===== config.mk =====
export PLATFORM = sky130hd
export DESIGN_NAME = usb_fifo_ctrl
export DESIGN_NICKNAME = d
export VERILOG_FILES = /design/src/rtl/usb_fifo_ctrl.sv
export SDC_FILE = /design/constraint.sdc
export NUM_CORES = 1
export LEC_CHECK = 0
export BUFFER_PORTS_ARGS = -buffer_cell sky130_fd_sc_hd__clkbuf_2
export CELL_PAD_IN_SITES_DETAIL_PLACEMENT = 0
export CELL_PAD_IN_SITES_GLOBAL_PLACEMENT = 1
export CORE_MARGIN = 3
export CORE_UTILIZATION = 35
export DETAILED_ROUTE_END_ITERATION = 10
export GPL_TIMING_DRIVEN = 0
export PLACE_DENSITY_LB_ADDON = 0.1
export SYNTH_ARGS = -nofsm -noshare
export SYNTH_HDL_FRONTEND = slang
export SYNTH_SLANG_ARGS = --single-unit

===== constraint.sdc =====
create_clock -name clk -period 2.1 [get_ports clk]
set_input_delay 0.21 -clock clk [delete_from_list [all_inputs] [get_ports clk]]
set_output_delay 0.21 -clock clk [all_outputs]
set_load 0.005 [all_outputs]

===== src/rtl/usb_fifo_ctrl.sv =====
// FX2LP synchronous slave-FIFO sequencer: bursts EP2 (host OUT) words into the rx stream
// and tx stream words into EP6 (host IN), with round-robin arbitration and timed PKTEND.
module usb_fifo_ctrl #(
  parameter int BURST_MAX      = 256,
  parameter int ADDR_SETTLE    = 2,
  parameter int PKTEND_TIMEOUT = 1024,
  parameter int PKT_WORDS      = 256
) (
  input  logic        clk,
  input  logic        reset_n,
  input  logic        usb_flagb,
  input  logic        usb_flagc,
  output logic        usb_slrd,
  output logic        usb_slwr,
  output logic        usb_sloe,
  output logic        usb_pktend,
  output logic [1:0]  usb_fifoaddr,
  input  logic [15:0] usb_fd_in,
  output logic [15:0] usb_fd_out,
  output logic        usb_fd_en,
  output logic [15:0] rx_data,
  output logic        rx_valid,
  input  logic        rx_ready,
  input  logic [15:0] tx_data,
  input  logic        tx_valid,
  output logic        tx_ready,
  output logic [23:0] rx_count,
  output logic [23:0] tx_count
);

  localparam int IW = $clog2(PKTEND_TIMEOUT + 2);
  localparam int PW = $clog2(PKT_WORDS + 1);

  typedef enum logic [2:0] {
    IDLE, RD_SEL, RD_BURST, RD_END, WR_SEL, WR_BURST, PKTEND, WR_END
  } state_t;

  state_t          state, nxt;
  logic [1:0]      fifoaddr_q;
  logic [3:0]      settle_q;
  logic [15:0]     burst_q;
  logic            last_wr_q;
  logic [PW-1:0]   pkt_words_q;
  logic [IW-1:0]   idle_q;

  logic rd_go, wr_go, burst_last, settled, pkt_due, pe_fire, rd_el, wr_el;

  // Strobes are combinational from state and flags so an async reset drops them at once.
  assign rd_go      = (state == RD_BURST) && usb_flagc && rx_ready;
  assign wr_go      = (state == WR_BURST) && usb_flagb && tx_valid;
  assign burst_last = (burst_q == 16'(BURST_MAX - 1));
  assign settled    = (settle_q == 4'(ADDR_SETTLE));
  assign pkt_due    = (PKTEND_TIMEOUT != 0) && (pkt_words_q != '0) &&
                      (idle_q == IW'(PKTEND_TIMEOUT));
  assign pe_fire    = (state == PKTEND) && usb_flagb;
  assign rd_el      = rx_ready;
  assign wr_el      = tx_valid || pkt_due;

  always_comb begin
    nxt = state;
    case (state)
      IDLE: begin
        if (rd_el && (!wr_el || last_wr_q)) nxt = RD_SEL;
        else if (wr_el)                     nxt = WR_SEL;
      end
      RD_SEL:   if (settled) nxt = usb_flagc ? RD_BURST : IDLE;
      RD_BURST: if (!usb_flagc || !rx_ready || (rd_go && burst_last)) nxt = RD_END;
      RD_END:   nxt = IDLE;
      WR_SEL:   if (settled) nxt = WR_BURST;
      WR_BURST: begin
        // A PKTEND is only taken on a cycle that did not itself write a word.
        if (!usb_flagb || !tx_valid || (wr_go && burst_last))
          nxt = (pkt_due && !wr_go) ? PKTEND : WR_END;
      end
      PKTEND:   if (usb_flagb) nxt = WR_END;
      WR_END:   nxt = IDLE;
      default:  nxt = IDLE;
    endcase
  end

  always_ff @(posedge clk or negedge reset_n) begin
    if (!reset_n) begin
      state       <= IDLE;
      fifoaddr_q  <= 2'b00;
      settle_q    <= '0;
      burst_q     <= '0;
      last_wr_q   <= 1'b1;
      pkt_words_q <= '0;
      idle_q      <= '0;
      rx_count    <= '0;
      tx_count    <= '0;
    end else begin
      state <= nxt;
      if (state == IDLE && nxt == RD_SEL) fifoaddr_q <= 2'b00;
      if (state == IDLE && nxt == WR_SEL) fifoaddr_q <= 2'b10;
      if (state != nxt)   settle_q <= '0;
      else if (!settled)  settle_q <= settle_q + 4'd1;
      if (state == IDLE)        burst_q <= '0;
      else if (rd_go || wr_go)  burst_q <= burst_q + 16'd1;
      if ((state == RD_SEL && nxt == IDLE) || state == RD_END) last_wr_q <= 1'b0;
      else if (state == WR_END)                                last_wr_q <= 1'b1;
      // A full packet wraps to zero, so it never becomes a PKTEND candidate.
      if (pe_fire)    pkt_words_q <= '0;
      else if (wr_go) pkt_words_q <= (pkt_words_q == PW'(PKT_WORDS - 1)) ? '0 : pkt_words_q + 1'b1;
      if (wr_go || pe_fire) idle_q <= '0;
      else if (pkt_words_q != '0 && !tx_valid && idle_q != IW'(PKTEND_TIMEOUT))
        idle_q <= idle_q + 1'b1;
      if (rd_go) rx_count <= rx_count + 24'd1;
      if (wr_go) tx_count <= tx_count + 24'd1;
    end
  end

  // usb_fd_en is only high in write states and usb_sloe only low in RD_BURST, which are never adjacent.
  assign usb_slrd     = ~rd_go;
  assign usb_slwr     = ~wr_go;
  assign usb_sloe     = ~(state == RD_BURST);
  assign usb_pktend   = ~pe_fire;
  assign usb_fifoaddr = fifoaddr_q;
  assign usb_fd_out   = (state == WR_BURST) ? tx_data : 16'h0000;
  assign usb_fd_en    = (state == WR_BURST) || (state == PKTEND);
  assign rx_data      = usb_fd_in;
  assign rx_valid     = rd_go;
  assign tx_ready     = wr_go;

endmodule


# ---- After elaboration in Yosys (flattened, before gate mapping)
# Cells that the tools add are included.
dict set report word_totals {
  regBits 94
  latch_bits 0
  ramBits 0
  rom_bits 0
  in_bits 38
  output_inout_bits 89
  word_cells 99
  n_memories 0
}
dict set report classes {
  add_sub_neg 6
  multipliers 0
  div 0
  magnitude_cmp 0
  eq_ne 16
  shifts 0
  mux 24
  bitwise_logic 4
  n_reduce_logical 40
}
# cell count
set op_table {}
lappend op_table {{adder 24 x 1 -> 24 bit (second input constant)} 2}
lappend op_table {{2-to-1 mux 16 bit} 3}
lappend op_table {{2-to-1 mux 9 bit} 3}
lappend op_table {{2-to-1 mux 11 bit} 2}
lappend op_table {{2-to-1 mux 3 bit} 7}
lappend op_table {{one-hot mux 3 bit (7 select lines)} 1}
lappend op_table {{adder 16 x 1 -> 16 bit (second input constant)} 1}
lappend op_table {{equality test 16 x 8 -> 1 bit (second input constant)} 1}
lappend op_table {{equality test 3 bit (second input constant)} 5}
lappend op_table {{logical AND 1 bit} 15}
lappend op_table {{adder 11 x 1 -> 11 bit (second input constant)} 1}
lappend op_table {{equality test 11 bit (second input constant)} 1}
lappend op_table {{!= test 11 bit (second input constant)} 1}
lappend op_table {{logical OR 1 bit} 10}
lappend op_table {{nonzero test 2 bit} 5}
lappend op_table {{adder 9 x 1 -> 9 bit (second input constant)} 1}
lappend op_table {{equality test 9 x 8 -> 1 bit (second input constant)} 1}
lappend op_table {{nonzero test 9 bit} 1}
lappend op_table {{2-to-1 mux 4 bit} 2}
lappend op_table {{equality test 3 x 1 -> 1 bit (second input constant)} 2}
lappend op_table {{equality test 3 x 2 -> 1 bit (second input constant)} 2}
lappend op_table {{zero test 1 bit} 6}
lappend op_table {{zero test 3 bit} 2}
lappend op_table {{2-to-1 mux 2 bit} 3}
lappend op_table {{7 further kinds} 12}

# ---- Depth between registers and ports, before layout
# Gate-level depths: netlist of the first run.
dict set report depth {
  ltp_word 12
  ltp_mapped 7
  mapped_depth_nobuf 7
}

# ---- Least setup slack after synthesis of the first run
# OpenSTA, ideal clock, no wires.
dict set report synth_path {
  kind {reg2reg}
  from {register settle_q[0]}
  to {register settle_q[2]}
  setup_ns 0.140
  arrival_time_ns 1.874
  slack_ns 0.086
  path_stages_with_launch 8
  n_path_buf 0
  period_less_slack_ns 2.014
  cell_sequence {dfrtp_1 > inv_1 > ha_1 > nor3b_2 > mux2_2 > o211a_1 > a221oi_2 > nor4_1}
}
dict set report synth_between {
  elab_chain_cells 5
  elab_cells_between_ends 9
  cone_classes {add/sub: 1; eq/ne: 3; mux: 5}
}
# element line
set synth_rtl {}
lappend synth_rtl {{start: declaration} 40} ;# logic [3:0] settle_q;
lappend synth_rtl {{start signal: assignment} 97} ;# else if (!settled) settle_q <= settle_q + 4'd1;
lappend synth_rtl {{equality test 4 x 2 -> 1 bit} 52} ;# assign settled = (settle_q == 4'(ADDR_SETTLE));
lappend synth_rtl {{2-to-1 mux 3 bit (on tied branches)} {69, 66}}
lappend synth_rtl {{one-hot mux 3 bit (7 select lines)} 61} ;# case (state)
lappend synth_rtl {{!= test 3 bit} 96} ;# if (state != nxt) settle_q <= '0;
lappend synth_rtl {{!= test 2 x 1 -> 1 bit (no source line) / 2-to-1 mux 4 bit (equally long branches)} n/a}
# Parallel ways exist; a longest one is shown, timed or not. The select of a mux whose other input is x is not followed.
# A chain may end at the register's enable or synchronous reset.

# ---- Worst setup path after layout of the first run
# Same ends and word-level chain as after synthesis.

==> reports/metrics.cfg, run 1 <==
[status]
status=complete, but fails checks
violations=negative setup slack

[route]
vias=4097
routed_wl_mm=11.9
ant_nets=0
firstDrtPassIters=4
post-route-drc-count=0
drt_iter0_drc=169
routed_via_density=5.05
avgRoutedWirePerCell_microns=14.7

[power]
irDropWorstVdd_mv=0.466
power_w=0.00570
p_leak_nw=3.01
powerDensity_nw_per_um2=905

[placement]
globalplace.congestion=0.768
dp_hpwl_mm=8.56
io_buffer_count=109
placed_area_sq_um=5750

[timing]
setup_slack_ns=-0.00618
fin_crit_sh_pct=100
tightestPinTransition_ns=0.685
whs_ns=0.194
rsz0062_at_grt=yes
fmax_mhz=475
slew_viol_final=0
finalHoldViolCount=0
period_minus_slack_ns=2.11
skew_ns=0.00685
setup_viol=1
max_slew_margin_pct=54.1

[floorplanning]
die_y_microns=125
die_area_sq_um=15600
core_sq_um=13600
rows=42
initial_core_util_pct=36.5
ioPinCount=127
fp.dieW_microns=125

[synth]
synthXorXnorAreaFrac_pct=12.6
synthTopCellsByArea=dfrtp_1 46%, xnor2_1 8.7%, xor2_1 3.9%, nand2_1 3.8%, and3_1 3.2%
seq_area_frac_synth_pct=47.0
yosysUniqueCellTypes=59
synth_area_leader_cell=dfrtp_1
yosysMostFrequentCell=dfrtp_1
synth_edf_count=0
synth_commonest_cells=92 x dfrtp_1, 50 x nand2_1, 49 x xnor2_1
ys_warn_count=0
synth_fa_ha_area_share_pct=2.27
syn_nets=544
synth_compound_area_share_pct=7.88
syn_area_per_cell_sq_um=9.96
synth_top_area_share_pct=46.5
synth_cells=497
synth-simple-area-share_pct=24.9
synth_top_family_by_area=simple AND/OR/NAND/NOR gates
async_flop_share_pct=100
synth.mux.area_fraction_pct=0.657
synth_ff_type=dfrtp_1
netlist_area_sq_um=4950
synth-seq-cells=93

[setup_path]
start_kind=flip-flop
required_ns=2.32
worstSetupPathType=reg2reg
cp.arrival_ns=2.32
critPathCaptureType=flip-flop
worst-path-max-fanout=4

[clocking]
clock_latency_ns=0.35
clockBufferDepth=2
cts_tree=built
htreeDepth=3
cts.sinks=93
root_buffer=clkbuf_16
cts_buffers=9
clk_pin_slew_ns=0.06

[global_routing]
antenna_found_initial=0
track_usage_pct=15.4
grt_first_pass_wirelength_mm=19.8
grt-ovfl-total=0
grt_max_degree=57
grt_pass1_vias=3980

[cells_and_area]
nets=678
design_area_sq_um=6290
diodes=0
n_fill_cell=1288
area_growth_pct=27.1
final_layout_size_suffix_gt1_share_pct=31.4

[run]
maxCapViolCount=0

[min_path]
hp-class=in2reg

[final cells by class]
type | count | area, sq um | share of cell area [%]
Multi-Input combinational cell | 361 | 2570 | 40.8
Clock inverter | 4 | 25.0 | 0.398
Clock buffer | 12 | 236 | 3.76
Tap cell | 176 | 220 | 3.50
Sequential cell | 93 | 2330 | 37.0
Inverter | 15 | 56.3 | 0.895
Buffer | 28 | 181 | 2.88
Timing Repair Buffer | 123 | 676 | 10.7
[metal layers]
metal  vias up  part of all wire [%]  GRT usage [%]
met3        16                   5.2           4.05
li1       1997                     -              -
met4         0                   1.7           5.68
met5         -                     0              0
met1      1960                    48           21.1
met2       124                    45           23.5
[placed cells by master (no fill, tap or decap), types with 4 or more instances in the layout]
master     instances
a211oi_1           5
a21oi_1            9
and2_1             9
and3_1            25
and4_1             7
buf_4             29
clkbuf_1           6
clkbuf_16          9
clkbuf_2         112
dfrtp_1           90
ha_1               8
inv_1             15
nand2_1           50
nand2b_1           4
nand3_1           26
nand4_1           24
nor2_1            33
nor3_1             6
nor3_2             5
o21ai_0           17
or3_1              5
xnor2_1           49
xor2_1            22
[power breakdown]
part | switching, W | leakage (nW) | total (W) | internal, W
Combinational | 0.00110 | 1.62 | 0.00197 | 0.000871
Clock | 0.000695 | 0.123 | 0.00149 | 0.000800
Sequential | 0.000236 | 1.27 | 0.00223 | 0.00200
Total | 0.00203 | 3.01 | 0.00570 | 0.00367
[worst paths after layout]
path                                           from                           to  slack, ns  cells after the start
setup / recovery            settle_q[0]$_DFFE_PN0P_      settle_q[2]$_DFFE_PN0P_     -0.006                      7
min in group asynchronous                   reset_n     tx_count[14]$_DFFE_PN0P_       0.44                      2
max in group asynchronous                   reset_n      burst_q[11]$_DFFE_PN0P_       0.97                      3
setup reg to reg            settle_q[0]$_DFFE_PN0P_      settle_q[2]$_DFFE_PN0P_     -0.006                      7
hold reg to reg            tx_count[23]$_DFFE_PN0P_     tx_count[23]$_DFFE_PN0P_       0.47                      1
hold / removal                             rx_ready  usb_fifoaddr[1]$_DFFE_PN0P_       0.19                      4
[through the flow]
step	instances	setup TNS [ns]	utilization [%]	setup slack, ns
6_report	812	-0.00618	46.4	-0.00618
5_1_grt	812	-0.328	46.4	-0.111
4_1_cts	806	-0.184	45.2	-0.0698
3_5_place_dp	783	-2.09	42.4	-0.265
3_3_place_gp	782	-42.29	42.2	-0.453
2_1_floorplan	497	0	-	0.0860
[worst max-delay path, cell delays in order, from the launching register on]
cell      delay [ns]
dfrtp_1         0.40
inv_1           0.11
ha_1            0.16
nor3b_4         0.21
mux2_2          0.38
o211a_1         0.25
a221oi_4        0.37
nor4_1          0.10
[sequential cells by signal, summed over array words and instances (netlist names)]
name and cells:
pkt_words_q 9, idle_q 11, usb_fifoaddr 1, settle_q 4, rx_count 24, last_wr_q 1
tx_count 24, burst_q 16, state 3
[cell families after synthesis]
family | count (synthesis)
other | 1
AOI/OAI and AO/OA | 55
buffers and inverters | 43
DFF | 93
adders and majority gates | 9
xor gates and xnor gates | 71
muxes | 3
and+or+nand+nor | 222
[timing repair]
| item | 4_1_cts | 5_1_grt |
|---|---|---|
| buffers inserted | 6 | 6 |
| endpoints found under the hold margin | 36 | 0 |
| pin swaps | 8 | 7 |
| hold buffers | 1 | 0 |
| resized for setup | 13 | 26 |
| setup endpoints to repair | 28 | 48 |
(Power assumes the default switching activity.)
==> run 2, diff against run 1 <==
--- a/config.mk
+++ b/config.mk
@@ -11,4 +11,5 @@
 export CORE_MARGIN = 3
 export CORE_UTILIZATION = 35
+export CTS_CLUSTER_SIZE = 24
 export DETAILED_ROUTE_END_ITERATION = 10
 export GPL_TIMING_DRIVEN = 0
==> constraint.sdc (replaced) <==
create_clock -name clk -period 2 [get_ports clk]
set_input_delay 0.2 -clock clk [delete_from_list [all_inputs] [get_ports clk]]
set_output_delay 0.2 -clock clk [all_outputs]
set_load 0.01 [all_outputs]
==> reports/metrics.cfg, run 2 (same netlist as run 1, synthesis figures left out) <==
[route]
firstDrtPassIters=4  ; unchanged
routed_via_density=5.00  ; -1.0%
drt_iter0_drc=228  ; +35%
vias=4081  ; -0.39%
post-route-drc-count=0  ; unchanged
ant_nets=0  ; unchanged
avgRoutedWirePerCell_microns=14.7  ; +0.27%
routed_wl_mm=12.0  ; +0.89%

[global_routing]
antenna_found_initial=0  ; unchanged
grt_pass1_vias=3886  ; -2.4%
grt-ovfl-total=0  ; unchanged
grt_first_pass_wirelength_mm=19.8  ; unchanged
track_usage_pct=15.3  ; -0.11 points
grt_max_degree=60  ; +5.3%

[clocking]
cts_tree=built
clock_latency_ns=0.34  ; about the same
cts_buffers=9  ; unchanged
root_buffer=clkbuf_16
cts.sinks=93  ; unchanged
htreeDepth=3  ; unchanged
clockBufferDepth=2  ; unchanged
clk_pin_slew_ns=0.06  ; about the same

[power]
power_w=0.00619  ; +8.6%
clkPwrFrac_pct=25.7  ; -0.5 points
p_leak_nw=3.08  ; +2.2%
swShare_pct=35.7  ; +0.067 points
p_comb_share_pct=36.2  ; +1.6 points
p_int_w=0.00398  ; +8.5%
seqPwrFrac_pct=38.1  ; -1.1 points
p_sw_w=0.00221  ; +8.8%
powerDensity_nw_per_um2=964  ; +6.4%
irDropWorstVdd_mv=0.519  ; +11%

[floorplanning]
fp.dieW_microns=125  ; unchanged
initial_core_util_pct=36.5  ; unchanged
die_y_microns=125  ; unchanged
rows=42  ; unchanged
core_sq_um=13600  ; unchanged
die_area_sq_um=15600  ; unchanged
ioPinCount=127  ; unchanged

[timing]
slew_viol_final=0  ; unchanged
setup_slack_ns=-0.0768  ; -0.0707 ns
period_minus_slack_ns=2.08  ; -0.0293 ns
skew_ns=0.00789  ; +0.00103 ns
fin_crit_sh_pct=104  ; +3.5 points
finalSetupTns_ns=-0.276  ; -0.270 ns
fmax_mhz=481  ; +1.4%
whs_ns=0.192  ; -0.00144 ns
rsz0062_at_grt=yes
finalHoldViolCount=0  ; unchanged
setup_viol=5  ; +4
tightestPinTransition_ns=0.531  ; -0.154 ns
max_slew_margin_pct=64.6  ; +11 points

[min_path]
hold_depth=4  ; unchanged
hp-class=in2reg

[run]
maxCapViolCount=0  ; unchanged

[cells_and_area]
ff_latch_area_sq_um=2340  ; +0.27%
n_fill_cell=1294  ; +0.47%
diodes=0  ; unchanged
final_layout_size_suffix_gt1_share_pct=34.5  ; +3.0 points
layout_common_cells=110 x clkbuf_2, 85 x dfrtp_1, 49 x nand2_1, 49 x xnor2_1, 35 x buf_4
reg_top3=rx_count: 24 flops, tx_count: 24 flops, burst_q: 16 flops
multiInputGateArea_sq_um=2620  ; +2.1%
final_core_util_pct=47.4  ; +0.94 points
nets=684  ; +0.88%
layout_commonest_cell=clkbuf_2
area_growth_pct=29.7

[setup_path]
worst-path-max-fanout=4  ; unchanged
critPathCaptureType=flip-flop
worstRegToRegCells=5  ; -2
worstSetupPathType=reg2reg
required_ns=2.21  ; -0.11 ns
cp.arrival_ns=2.29  ; -0.03 ns
start_kind=flip-flop

[placement]
globalplace.congestion=0.760  ; -1.0%
io_buffer_count=109  ; unchanged
dp_hpwl_mm=8.57  ; +0.12%

[status]
violations=negative setup slack
status=complete, but fails checks

-- run 2: cell type report --
type                            count  area share [%]
Buffer                             28            3.02
Clock buffer                       12            3.84
Clock inverter                      3           0.331
Inverter                           15           0.877
Multi-Input combinational cell    361            40.8
Sequential cell                    93            36.4
Tap cell                          176            3.43
Timing Repair Buffer              129            11.3
-- run 2: path summary, 6_finish.rpt --
path	slack, ns	from	to
setup reg to reg	-0.08	idle_q[3]$_DFFE_PN0P_	settle_q[0]$_DFFE_PN0P_
min in group asynchronous	0.40	reset_n	tx_count[19]$_DFFE_PN0P_
hold / removal	0.19	rx_ready	usb_fifoaddr[1]$_DFFE_PN0P_
max in group asynchronous	0.90	reset_n	idle_q[3]$_DFFE_PN0P_
hold reg to reg	0.46	tx_count[23]$_DFFE_PN0P_	tx_count[23]$_DFFE_PN0P_
setup / recovery	-0.08	idle_q[3]$_DFFE_PN0P_	settle_q[0]$_DFFE_PN0P_
-- run 2: timing repair --
item	in CTS	in global routing
hold buffers	1	0
buffers inserted	7	11
endpoints found under the setup margin	52	61
pin swaps	11	15
gates resized for setup	24	43
hold endpoints to repair	33	0
-- run 2: critical path, cell delays in order (launching register included) --
cell       delay, ns
dfrtp_2         0.42
or4_4           0.54
a2111oi_4       0.35
o221ai_2        0.18
a221oi_4        0.38
nor3_1          0.09
-- run 2: power by group through the flow --
stage / logic, W / clock network (W) / registers, W
after floorplan: 0.00121 / 0 / 0.00236
after global placement: 0.00177 / 0 / 0.00237
after detailed placement: 0.00180 / 0 / 0.00238
after CTS: 0.00202 / 0.00164 / 0.00235
after global routing: 0.00248 / 0.00172 / 0.00240
final: 0.00224 / 0.00159 / 0.00236
-- run 2: metrics by stage --
stage	setup WS (ns)	area (sq um)	std cells
2_1_floorplan	0.0289	4960	497
3_3_place_gp	-0.536	5720	782
3_5_place_dp	-0.316	5750	783
4_1_cts	-0.100	6200	806
5_1_grt	-0.189	6420	817
6_report	-0.0768	6420	817
-- run 2: per-layer routing --
layer  global-route usage, %  wire (microns)  up-vias
li1                        -               -     2013
met5                       0               0        -
met1                    21.7            5700     1940
met2                    24.0            5570      118
met3                    2.69             637       10
met4                    4.59             114        0
==> run 3, diff against run 2 <==
Settings changed: RECOVER_POWER set to 25.
==> reports/metrics.cfg, run 3 (same netlist as run 1, synthesis figures left out) <==
[status]
status=complete, but fails checks
violations=negative setup slack

[cells_and_area]
diodes=0  ; unchanged
design_area_sq_um=6380  ; -0.62%
reg_top3=rx_count: 24 flops, tx_count: 24 flops, burst_q: 16 flops
final_layout_size_suffix_gt1_share_pct=29.8  ; -4.7 points
area_growth_pct=28.9
layout_common_cells=85 x dfrtp_1, 81 x clkbuf_2, 49 x nand2_1, 49 x xnor2_1, 35 x buf_4
layout_commonest_cell=dfrtp_1
nets=684  ; unchanged

[timing]
rsz0062_at_grt=yes
fin_crit_sh_pct=104  ; about the same
setup_slack_ns=-0.0768  ; +0.0000617 ns
period_minus_slack_ns=2.08  ; -0.0000617 ns
slew_viol_final=0  ; unchanged
skew_ns=0.00792  ; +0.0000339 ns
max_slew_margin_pct=36.6  ; -28 points
setup_viol=5  ; unchanged
fmax_mhz=482  ; about the same
tightestPinTransition_ns=0.950  ; +0.419 ns
finalHoldViolCount=0  ; unchanged

[clocking]
htreeDepth=3  ; unchanged
cts_tree=built
clock_latency_ns=0.34  ; about the same
cts.sinks=93  ; unchanged
clockBufferDepth=2  ; unchanged
root_buffer=clkbuf_16
clk_pin_slew_ns=0.06  ; about the same
cts_buffers=9  ; unchanged

[setup_path]
critPathCaptureType=flip-flop
cp.arrival_ns=2.29  ; about the same
worst-path-buf-inv=0  ; unchanged
required_ns=2.21  ; about the same
worstSetupPathType=reg2reg
start_kind=flip-flop
cp_cell_sequence=or4_4, a2111oi_4, o221ai_2, a221oi_4, nor3_1
slowest_stage=or4_4
cpPeakStageDelay_ns=0.54  ; about the same
worst-path-max-fanout=4  ; unchanged
critPathTopFamily=compound AO/OA/AOI/OAI gates

[route]
routed_via_density=5.00  ; about the same
routed_wl_mm=12.0  ; about the same
post-route-drc-count=0  ; unchanged
vias=4084  ; +0.074%
drt_iter0_drc=229  ; +0.44%
avgRoutedWirePerCell_microns=14.7  ; about the same
firstDrtPassIters=4  ; unchanged
ant_nets=0  ; unchanged

[placement]
dp_hpwl_mm=8.57  ; unchanged
io_buffer_count=109  ; unchanged
globalplace.congestion=0.760  ; unchanged
placed_area_sq_um=5750  ; unchanged
dp_worst_setup_slack_ns=-0.316  ; unchanged

[power]
p_leak_nw=2.98  ; -3.1%
powerDensity_nw_per_um2=968  ; +0.51%
irDropWorstVdd_mv=0.519  ; about the same

[run]
maxCapViolCount=0  ; unchanged

[floorplanning]
core_sq_um=13600  ; unchanged
ioPinCount=127  ; unchanged
fp.dieW_microns=125  ; unchanged
initial_core_util_pct=36.5  ; unchanged
die_area_sq_um=15600  ; unchanged
rows=42  ; unchanged
die_y_microns=125  ; unchanged

[global_routing]
grt_first_pass_wirelength_mm=19.8  ; unchanged
grt_pass1_vias=3886  ; unchanged
grt_max_degree=60  ; unchanged
antenna_found_initial=0  ; unchanged
track_usage_pct=15.3  ; unchanged
grt-ovfl-total=0  ; unchanged

[min_path]
hp-class=in2reg

[run 3: cell count changes in the layout (fill, tap and decap cells not counted)]
cell | previous run | this run
clkbuf_1 | 4 | 34
clkbuf_4 | 3 | 2
clkbuf_2 | 110 | 81
[run 3: path summary, 6_finish.rpt]
path | cells past startpoint | slack, ns | from | endpoint
setup / recovery | 5 | -0.08 | idle_q[3]$_DFFE_PN0P_ | settle_q[0]$_DFFE_PN0P_
hold / removal | 4 | 0.19 | rx_ready | usb_fifoaddr[1]$_DFFE_PN0P_
setup reg to reg | 5 | -0.08 | idle_q[3]$_DFFE_PN0P_ | settle_q[0]$_DFFE_PN0P_
hold reg to reg | 1 | 0.46 | tx_count[23]$_DFFE_PN0P_ | tx_count[23]$_DFFE_PN0P_
max in group asynchronous | 3 | 0.63 | reset_n | idle_q[3]$_DFFE_PN0P_
min in group asynchronous | 2 | 0.54 | reset_n | tx_count[19]$_DFFE_PN0P_
[run 3: per-stage QoR]
step	utilization (%)	instances	setup TNS, ns	power [W]	hold slack (ns)
2_1_floorplan	-	497	0	0.00356	-0.0956
3_3_place_gp	42.2	782	-52.88	0.00414	0.457
3_5_place_dp	42.4	783	-5.62	0.00418	0.240
4_1_cts	45.7	806	-0.487	0.00601	0.184
5_1_grt	47.1	817	-0.862	0.00660	0.241
6_report	47.1	817	-0.276	0.00618	0.192
[run 3: what timing repair did]
item | CTS | global route
resized for setup | 24 | 43
hold buffers | 1 | 0
pin swaps | 11 | 15
endpoints found under the setup margin | 52 | 61
hold endpoints to repair | 33 | 0
setup buffers | 7 | 11
[run 3: worst reg2reg max path: stages, from the launching register on]
cell       delay [ns]
dfrtp_2          0.42
or4_4            0.54
a2111oi_4        0.35
o221ai_2         0.18
a221oi_4         0.38
nor3_1           0.09
[run 3: report_power, final]
part | leakage [nW] | switching [W] | internal [W]
clock network | 0.129 | 0.000717 | 0.000874
registers | 1.26 | 0.000250 | 0.00211
logic | 1.59 | 0.00124 | 0.000992
[run 3: cell type report]
cell class	count	area (sq um)
Sequential cell	93	2340
Inverter	15	56.3
Fill cell	1314	7180
Clock buffer	12	246
Multi-Input combinational cell	361	2620
Buffer	28	194
Clock inverter	3	21.3
Timing Repair Buffer	129	684
Tap cell	176	220
[run 3: routing by layer]
layer / routed length (microns) / vias to the layer above / global-route usage (%) / part of all wire (%)
met5: 0 / - / 0 / 0
met4: 114 / 0 / 4.59 / 0.95
met3: 664 / 10 / 2.69 / 5.5
met2: 5550 / 119 / 24.0 / 46
met1: 5700 / 1939 / 21.7 / 47
li1: - / 2016 / - / -
